`src/rtl/ct_ifu_btb_upd_buf_if.sv`:
```
// Bundles the BTB update request (from addrgen) and the BTB array write port.
// The slave modport is the buffer's view; master is the addrgen/BTB-array side.
interface ct_ifu_btb_upd_buf_if #(
   parameter int IDX_W = 10,
   parameter int TAG_W = 10,
   parameter int TGT_W = 20
);
   logic             addrgen_btb_update_vld;
   logic [IDX_W-1:0] addrgen_btb_index;
   logic [TAG_W-1:0] addrgen_btb_tag;
   logic [TGT_W-1:0] addrgen_btb_target_pc;
   logic             btb_updbuf_idle;
   logic             updbuf_btb_wr_vld;
   logic [IDX_W-1:0] updbuf_btb_wr_index;
   logic [TAG_W-1:0] updbuf_btb_wr_tag;
   logic [TGT_W-1:0] updbuf_btb_wr_target;

   modport master (
      output addrgen_btb_update_vld, addrgen_btb_index, addrgen_btb_tag,
             addrgen_btb_target_pc, btb_updbuf_idle,
      input  updbuf_btb_wr_vld, updbuf_btb_wr_index, updbuf_btb_wr_tag,
             updbuf_btb_wr_target
   );

   modport slave (
      input  addrgen_btb_update_vld, addrgen_btb_index, addrgen_btb_tag,
             addrgen_btb_target_pc, btb_updbuf_idle,
      output updbuf_btb_wr_vld, updbuf_btb_wr_index, updbuf_btb_wr_tag,
             updbuf_btb_wr_target
   );
endinterface

```
`src/rtl/ct_ifu_btb_upd_buf.sv`:
```
// BTB mispredict-correction update buffer: drop-oldest FIFO drained on BTB idle
// cycles, with starvation stall request. Optional in-place merge: CT_IFU_BTB_UPDBUF_MERGE_EN.
module ct_ifu_btb_upd_buf #(
   parameter int DEPTH     = 4,
   parameter int IDX_W     = 10,
   parameter int TAG_W     = 10,
   parameter int TGT_W     = 20,
   parameter int STARVE_TH = 15
) (
   input  logic                 forever_cpuclk,
   input  logic                 cpurst_b,
   input  logic                 cp0_ifu_btb_en,
   input  logic                 btb_updbuf_inv_on,
   ct_ifu_btb_upd_buf_if.slave  upd,
   output logic                 updbuf_ifctrl_stall_req,
   output logic                 updbuf_hpcp_drop
);
   localparam int PTR_W = $clog2(DEPTH);
   localparam int CNT_W = PTR_W + 1;

   typedef enum logic [1:0] {IDLE, PEND, FORCE} state_t;

   state_t           state;
   logic [PTR_W-1:0] rd_ptr;
   logic [PTR_W-1:0] wr_ptr;
   logic [CNT_W-1:0] count;
   logic [CNT_W-1:0] count_nxt;
   logic [3:0]       age;
   logic             stall_q;
   logic             drop_q;

   logic [IDX_W-1:0] ent_idx [DEPTH];
   logic [TAG_W-1:0] ent_tag [DEPTH];
   logic [TGT_W-1:0] ent_tgt [DEPTH];

   logic flush, empty, full, enq, deq, merge, append, drop, head_chg;

   function automatic logic [3:0] age_sat_inc(input logic [3:0] a);
      if (a >= 4'(STARVE_TH)) return 4'(STARVE_TH);
      return a + 4'd1;
   endfunction

   assign flush    = !cp0_ifu_btb_en | btb_updbuf_inv_on;
   assign empty    = (count == '0);
   assign full     = (count == CNT_W'(DEPTH));
   assign enq      = upd.addrgen_btb_update_vld & !flush;
   assign deq      = !empty & upd.btb_updbuf_idle & !flush;
   assign append   = enq & !merge;
   // A full buffer that is not draining this cycle sacrifices its head.
   assign drop     = full & append & !deq;
   assign head_chg = deq | drop;

`ifdef CT_IFU_BTB_UPDBUF_MERGE_EN
   logic [DEPTH-1:0] ent_vld;
   logic [DEPTH-1:0] match_vec;
   logic [PTR_W-1:0] match_ptr;

   // The head leaving this cycle cannot absorb a merge; the enq appends instead.
   always_comb begin
      match_vec = '0;
      match_ptr = '0;
      for (int i = 0; i < DEPTH; i++) begin
         match_vec[i] = ent_vld[i]
                      && (ent_idx[i] == upd.addrgen_btb_index)
                      && (ent_tag[i] == upd.addrgen_btb_tag)
                      && !(deq && (PTR_W'(i) == rd_ptr));
      end
      for (int i = DEPTH - 1; i >= 0; i--) begin
         if (match_vec[i]) match_ptr = PTR_W'(i);
      end
   end

   assign merge = enq & (|match_vec);

   always_ff @(posedge forever_cpuclk or negedge cpurst_b) begin
      if (!cpurst_b) begin
         ent_vld <= '0;
      end else if (flush) begin
         ent_vld <= '0;
      end else begin
         if (head_chg) ent_vld[rd_ptr] <= 1'b0;
         if (append)   ent_vld[wr_ptr] <= 1'b1;
      end
   end
`else
   assign merge = 1'b0;
`endif

   always_comb begin
      count_nxt = count;
      if (flush)
         count_nxt = '0;
      else if (append && !deq)
         count_nxt = full ? count : count + 1'b1;
      else if (!append && deq)
         count_nxt = count - 1'b1;
   end

   always_ff @(posedge forever_cpuclk or negedge cpurst_b) begin
      if (!cpurst_b) begin
         rd_ptr  <= '0;
         wr_ptr  <= '0;
         count   <= '0;
         age     <= '0;
         state   <= IDLE;
         stall_q <= 1'b0;
         drop_q  <= 1'b0;
         for (int i = 0; i < DEPTH; i++) begin
            ent_idx[i] <= '0;
            ent_tag[i] <= '0;
            ent_tgt[i] <= '0;
         end
      end else begin
         count  <= count_nxt;
         drop_q <= drop;
         if (flush) begin
            rd_ptr <= '0;
            wr_ptr <= '0;
         end else begin
            if (head_chg) rd_ptr <= rd_ptr + 1'b1;
            if (append) begin
               wr_ptr          <= wr_ptr + 1'b1;
               ent_idx[wr_ptr] <= upd.addrgen_btb_index;
               ent_tag[wr_ptr] <= upd.addrgen_btb_tag;
               ent_tgt[wr_ptr] <= upd.addrgen_btb_target_pc;
            end
`ifdef CT_IFU_BTB_UPDBUF_MERGE_EN
            if (merge) ent_tgt[match_ptr] <= upd.addrgen_btb_target_pc;
`endif
         end

         if (flush || empty || head_chg)
            age <= '0;
         else
            age <= age_sat_inc(age);

         if (flush || (count_nxt == '0)) begin
            state   <= IDLE;
            stall_q <= 1'b0;
         end else begin
            case (state)
               IDLE: begin
                  state   <= PEND;
                  stall_q <= 1'b0;
               end
               PEND: begin
                  if ((age == 4'(STARVE_TH)) && !head_chg) begin
                     state   <= FORCE;
                     stall_q <= 1'b1;
                  end
               end
               FORCE: begin
                  if (head_chg) begin
                     state   <= PEND;
                     stall_q <= 1'b0;
                  end
               end
               default: begin
                  state   <= IDLE;
                  stall_q <= 1'b0;
               end
            endcase
         end
      end
   end

   assign upd.updbuf_btb_wr_vld    = deq;
   assign upd.updbuf_btb_wr_index  = ent_idx[rd_ptr];
   assign upd.updbuf_btb_wr_tag    = ent_tag[rd_ptr];
   assign upd.updbuf_btb_wr_target = ent_tgt[rd_ptr];
   assign updbuf_ifctrl_stall_req  = stall_q;
   assign updbuf_hpcp_drop         = drop_q;
endmodule

```
`src/flat_wrapper.sv`:
```
// flat-port wrapper written by rule: the top's interface ports become plain ports
module ct_ifu_btb_upd_buf_flat 
#(
   parameter int DEPTH     = 4,
   parameter int IDX_W     = 10,
   parameter int TAG_W     = 10,
   parameter int TGT_W     = 20,
   parameter int STARVE_TH = 15
)
  (forever_cpuclk, cpurst_b, cp0_ifu_btb_en, btb_updbuf_inv_on, updbuf_ifctrl_stall_req, updbuf_hpcp_drop, upd_addrgen_btb_update_vld, upd_addrgen_btb_index, upd_addrgen_btb_tag, upd_addrgen_btb_target_pc, upd_btb_updbuf_idle, upd_updbuf_btb_wr_vld, upd_updbuf_btb_wr_index, upd_updbuf_btb_wr_tag, upd_updbuf_btb_wr_target);
  ct_ifu_btb_upd_buf_if #(.IDX_W(IDX_W), .TAG_W(TAG_W), .TGT_W(TGT_W)) upd_i ();
  input  logic forever_cpuclk;
  input  logic cpurst_b;
  input  logic cp0_ifu_btb_en;
  input  logic btb_updbuf_inv_on;
  output logic updbuf_ifctrl_stall_req;
  output logic updbuf_hpcp_drop;
  input wire logic [$bits(upd_i.addrgen_btb_update_vld)-1:0] upd_addrgen_btb_update_vld;
  input wire logic [$bits(upd_i.addrgen_btb_index)-1:0] upd_addrgen_btb_index;
  input wire logic [$bits(upd_i.addrgen_btb_tag)-1:0] upd_addrgen_btb_tag;
  input wire logic [$bits(upd_i.addrgen_btb_target_pc)-1:0] upd_addrgen_btb_target_pc;
  input wire logic [$bits(upd_i.btb_updbuf_idle)-1:0] upd_btb_updbuf_idle;
  output wire logic [$bits(upd_i.updbuf_btb_wr_vld)-1:0] upd_updbuf_btb_wr_vld;
  output wire logic [$bits(upd_i.updbuf_btb_wr_index)-1:0] upd_updbuf_btb_wr_index;
  output wire logic [$bits(upd_i.updbuf_btb_wr_tag)-1:0] upd_updbuf_btb_wr_tag;
  output wire logic [$bits(upd_i.updbuf_btb_wr_target)-1:0] upd_updbuf_btb_wr_target;
  assign upd_i.addrgen_btb_update_vld = upd_addrgen_btb_update_vld;
  assign upd_i.addrgen_btb_index = upd_addrgen_btb_index;
  assign upd_i.addrgen_btb_tag = upd_addrgen_btb_tag;
  assign upd_i.addrgen_btb_target_pc = upd_addrgen_btb_target_pc;
  assign upd_i.btb_updbuf_idle = upd_btb_updbuf_idle;
  assign upd_updbuf_btb_wr_vld = upd_i.updbuf_btb_wr_vld;
  assign upd_updbuf_btb_wr_index = upd_i.updbuf_btb_wr_index;
  assign upd_updbuf_btb_wr_tag = upd_i.updbuf_btb_wr_tag;
  assign upd_updbuf_btb_wr_target = upd_i.updbuf_btb_wr_target;
  ct_ifu_btb_upd_buf #(.DEPTH(DEPTH), .IDX_W(IDX_W), .TAG_W(TAG_W), .TGT_W(TGT_W), .STARVE_TH(STARVE_TH)) u_core (.forever_cpuclk(forever_cpuclk), .cpurst_b(cpurst_b), .cp0_ifu_btb_en(cp0_ifu_btb_en), .btb_updbuf_inv_on(btb_updbuf_inv_on), .upd(upd_i), .updbuf_ifctrl_stall_req(updbuf_ifctrl_stall_req), .updbuf_hpcp_drop(updbuf_hpcp_drop));
endmodule
```
`config.mk`:
```
export PLATFORM = sky130hd
export DESIGN_NAME = ct_ifu_btb_upd_buf_flat
export DESIGN_NICKNAME = d
export VERILOG_FILES = /design/src/rtl/ct_ifu_btb_upd_buf_if.sv /design/src/rtl/ct_ifu_btb_upd_buf.sv /design/src/flat_wrapper.sv
export SDC_FILE = /design/constraint.sdc
export NUM_CORES = 1
export LEC_CHECK = 0
export ABC_CLOCK_PERIOD_IN_PS = 2400
export CELL_PAD_IN_SITES_DETAIL_PLACEMENT = 1
export CELL_PAD_IN_SITES_GLOBAL_PLACEMENT = 1
export CORE_MARGIN = 5
export CORE_UTILIZATION = 45
export CTS_CLUSTER_DIAMETER = 40
export DETAILED_ROUTE_END_ITERATION = 10
export DONT_BUFFER_PORTS = 1
export PLACE_DENSITY_LB_ADDON = 0.1
export SYNTH_ARGS = -nofsm -noshare
export SYNTH_HDL_FRONTEND = slang
export SYNTH_SLANG_ARGS = --single-unit
```
`constraint.sdc`:
```
create_clock -name forever_cpuclk -period 2.4 [get_ports forever_cpuclk]
set_input_delay 0.6 -clock forever_cpuclk [delete_from_list [all_inputs] [get_ports forever_cpuclk]]
set_output_delay 0.6 -clock forever_cpuclk [all_outputs]
set_load 0.03 [all_outputs]
```
==> flow_summary_export.csv <==
group,metric,value,unit
status,status,"finished with violations",
status,violations,"hold timing",
power,pwr-share-seq,46.0,%
routing,drc,0,
final_layout,nFillCells,1667,
power,combPwrFrac,14.6,%
timing,max_freq,418,MHz
power,switching_share,25.5,%
die,dieArea,20600,um2
power,leakagePower,0.00416,uW
final_layout,final_common_cell,"dfrtp_1",
cts,cts_tree,"yes",
critical_path,r2r_end,"u_core.state[1]$_DFFE_PN0P_",
global_routing,antenna_found_initial,0,
critical_path,critical_path_class,"flip-flop to output port",
logic_synthesis,yosysWarnings,0,
routing,drtIter0Drc,149,
critical_path,cp_slowest_cell,"mux4_2",
place,routabilityCongestion,0.784,
die,pin_count,89,
die,rows,48,
logic_synthesis,ys_ff_latch,175,
logic_synthesis,synthMuxAreaShare,35.9,%
routing,drt-wirelength-per-cell,23.7,um
final_layout,final_cell_mix,"dfrtp_1 (173), mux2_2 (116), mux4_2 (40), mux2_4 (40), clkbuf_16 (17)",
die,core-area,17400,um2
timing,rsz0062_at_grt,"true",
global_routing,grt_max_degree,176,
timing,setup_viol,0,
logic_synthesis,yosys.area_share.adder,1.25,%
logic_synthesis,synth_nets,550,
timing,finalCritPeriodShare,99.7,%
die,die_h,144,um
routing,antenna_left,0,
logic_synthesis,syn_area,8040,um2
timing,timing.hold.ws,-0.143,ns
power,switching_power,1940,uW
routing,routed_wirelength,17400,um
power,ir_worst_vdd,488,uV
cts,cts_made_buffers,17,
place,io_buffers,0,
cts,cts_max_path_buffers,2,
cts,clock-root-buffer,"clkbuf_16",
cts,cts.sinks,175,
logic_synthesis,synth_top_family_by_area,"multiplexers",
critical_path,ff2ff_path_depth,6,
critical_path,critPathMaxStageDelay,0.66,ns
timing,worst_pin_slew,0.605,ns
global_routing,track_usage,17.9,%
cts,clkLatencyLatePin,0.43,ns
cts,clk_pin_slew,0.07,ns
logic_synthesis,synth.avg_cell_area,16.2,um2
final_layout,ff_latch_area,4380,um2
timing,skew,0.0114,ns
timing,slew_violations,0,
final_layout,syn2layout_area_growth,11.5,%
power,power.total,7590,uW
timing,tns,0,ns
die,die_x,144,um
global_routing,grt_pass1_wl,28100,um
final_layout,drive_above_1_share,49.9,%
critical_path,crit_arrival,1.79,ns
logic_synthesis,synth_compound_area_share,1.99,%
logic_synthesis,ys_types,43,
die,start_util,46.1,%
place,placed_cell_area,8300,um2
cts,htreeDepth,4,
routing,num_vias,4267,
critical_path,end_kind,"output port",
final_layout,n_antenna_cell,0,
timing,min_period,2.39,ns
power,internal_power,5650,uW
logic_synthesis,synth_xor_area_share,0.327,%
routing,firstDrtPassIters,4,
logic_synthesis,synth-simple-area-share,3.21,%
power,p_clk_share,39.4,%
timing,relSlewSlack,59.4,%
global_routing,grt_pass1_vias,4959,
critical_path,regToRegSetupSlack,0.38,ns
logic_synthesis,syn-instance-count,496,
place,hpwl,10900,um
timing,hold_viol,175,
global_routing,grt_overflow,0,
critical_path,worstReg2RegStart,"u_core.count[0]$_DFF_PN0_",
final_layout,multi_input_area,3440,um2
final_layout,final_nets,553,
flow_run,cap_viol_max_count,0,
power,powerDensity,847,nW/um2
critical_path,cp_max_fo,24,
critical_path,crit_path_cell_trace,"buf_16 -> mux4_2",
critical_path,required,1.80,ns
worst_hold_path,hold_path.class,"input pin to asynchronous set/reset pin",
final_layout,fin_area,8960,um2
critical_path,start_kind,"flip-flop",
logic_synthesis,ys_seq_area_share,54.5,%
routing,viasPerCell,5.80,
[worst max path at each step]
stage	start	to	slack, ns	depth (start not counted)
after detailed placement	u_core.count[0]$_DFF_PN0_	upd_updbuf_btb_wr_vld	0.41	6
after global placement	u_core.rd_ptr[0]$_DFFE_PN0P_	upd_updbuf_btb_wr_target[19]	0.46	2
after global routing	u_core.rd_ptr[0]$_DFFE_PN0P_	upd_updbuf_btb_wr_target[18]	-0.06	2
after floorplan	u_core.rd_ptr[0]$_DFFE_PN0P_	upd_updbuf_btb_wr_target[0]	0.41	3
final	u_core.rd_ptr[0]$_DFFE_PN0P_	upd_updbuf_btb_wr_target[14]	0.008	2
after CTS	u_core.rd_ptr[0]$_DFFE_PN0P_	upd_updbuf_btb_wr_target[19]	-0.03	2
[metrics by stage]
step | std cells | worst slack (ns) | hold WS (ns) | utilization, %
finish | 736 | 0.00776 | -0.143 | 51.4
global route | 736 | -0.0606 | -0.172 | 51.4
global placement | 703 | 0.460 | 0.309 | 47.6
CTS | 735 | -0.0281 | -0.159 | 51.4
detailed placement | 703 | 0.413 | 0.311 | 47.6
floorplan | 496 | 0.408 | 0.304 | -
[cell type report]
type / instances / area share (%)
Clock buffer: 19 / 5.06
Clock inverter: 12 / 2.04
Inverter: 9 / 0.377
Multi-Input combinational cell: 280 / 38.5
Sequential cell: 175 / 48.9
Tap cell: 225 / 3.14
Timing Repair Buffer: 16 / 1.98
[cells in the mapped netlist (all sizes together)]
library cell | number | area [um2]
mux4 | 40 | 901
nor3b | 1 | 7.51
inv | 9 | 33.8
nand3b | 4 | 30.0
nor2b | 1 | 13.8
mux2i | 3 | 30.0
a31o | 1 | 8.76
nand2b | 5 | 31.3
a21o | 1 | 7.51
a311oi | 2 | 17.5
nor2 | 11 | 41.3
o21ai | 3 | 15.0
xnor2 | 2 | 17.5
ha | 8 | 100
buf | 31 | 191
dfrtp | 175 | 4380
and3 | 2 | 12.5
o311ai | 1 | 8.76
clkbuf | 1 | 3.75
o221ai | 1 | 8.76
and2b | 1 | 7.51
mux2 | 160 | 1950
nand4 | 1 | 6.26
o41ai | 1 | 16.3
a31oi | 1 | 6.26
a211oi | 2 | 20.0
a21oi | 7 | 35.0
o2111ai | 1 | 8.76
xor2 | 1 | 8.76
nand3 | 7 | 47.6
nor4 | 1 | 6.26
nand2 | 6 | 22.5
nor3 | 3 | 20.0
o31ai | 1 | 7.51
nand4bb | 1 | 11.3
[sequential cells by signal (all words and copies together) (netlist names)]
| register | flops |
|---|---|
| u_core.age | 4 |
| u_core.count | 3 |
| u_core.ent_idx | 40 |
| u_core.ent_tag | 40 |
| u_core.ent_tgt | 80 |
| u_core.rd_ptr | 2 |
| u_core.state | 2 |
| u_core.updbuf_hpcp_drop | 1 |
| u_core.updbuf_ifctrl_stall_req | 1 |
| u_core.wr_ptr | 2 |
[power groups by stage]
stage / sequential, uW / combinational (uW) / clock, uW
after floorplan: 3470 / 1010 / 0
after global placement: 3520 / 1090 / 0
after detailed placement: 3540 / 1120 / 0
after CTS: 3500 / 1130 / 3060
after global routing: 3530 / 1170 / 3200
final: 3490 / 1110 / 2990
[critical path, delay by kind of cell (launching register included)]
family / cells / cell delay, ns
buf+inv: 1 / 0.22
mux: 1 / 0.66
flops: 1 / 0.45
[cell families (layout without fill, tap and decap cells)]
group | Yosys count | after routing
adders and majority gates | 8 | 8
and+or+nand+nor | 44 | 44
xor gates and xnor gates | 3 | 3
buffers and inverters | 41 | 56
DFF | 175 | 175
AOI/OAI and AO/OA | 22 | 22
muxes | 203 | 203
[per-layer routing]
| metal | vias up | global-route usage (%) | share of wire (%) |
|---|---|---|---|
| met5 | - | 0 | 0 |
| met4 | 0 | 5.10 | 1.1 |
| met3 | 18 | 5.39 | 5.4 |
| met2 | 77 | 30.1 | 51 |
| met1 | 2330 | 22.5 | 43 |
| li1 | 1842 | - | - |
[repair_timing]
action | CTS | global route
gates resized for setup | 1 | 1
setup buffers | 1 | 1
hold endpoints to repair | 175 | 175
endpoints found under the setup margin | 25 | 40
Note: power is estimated with default switching activity, not from simulation.
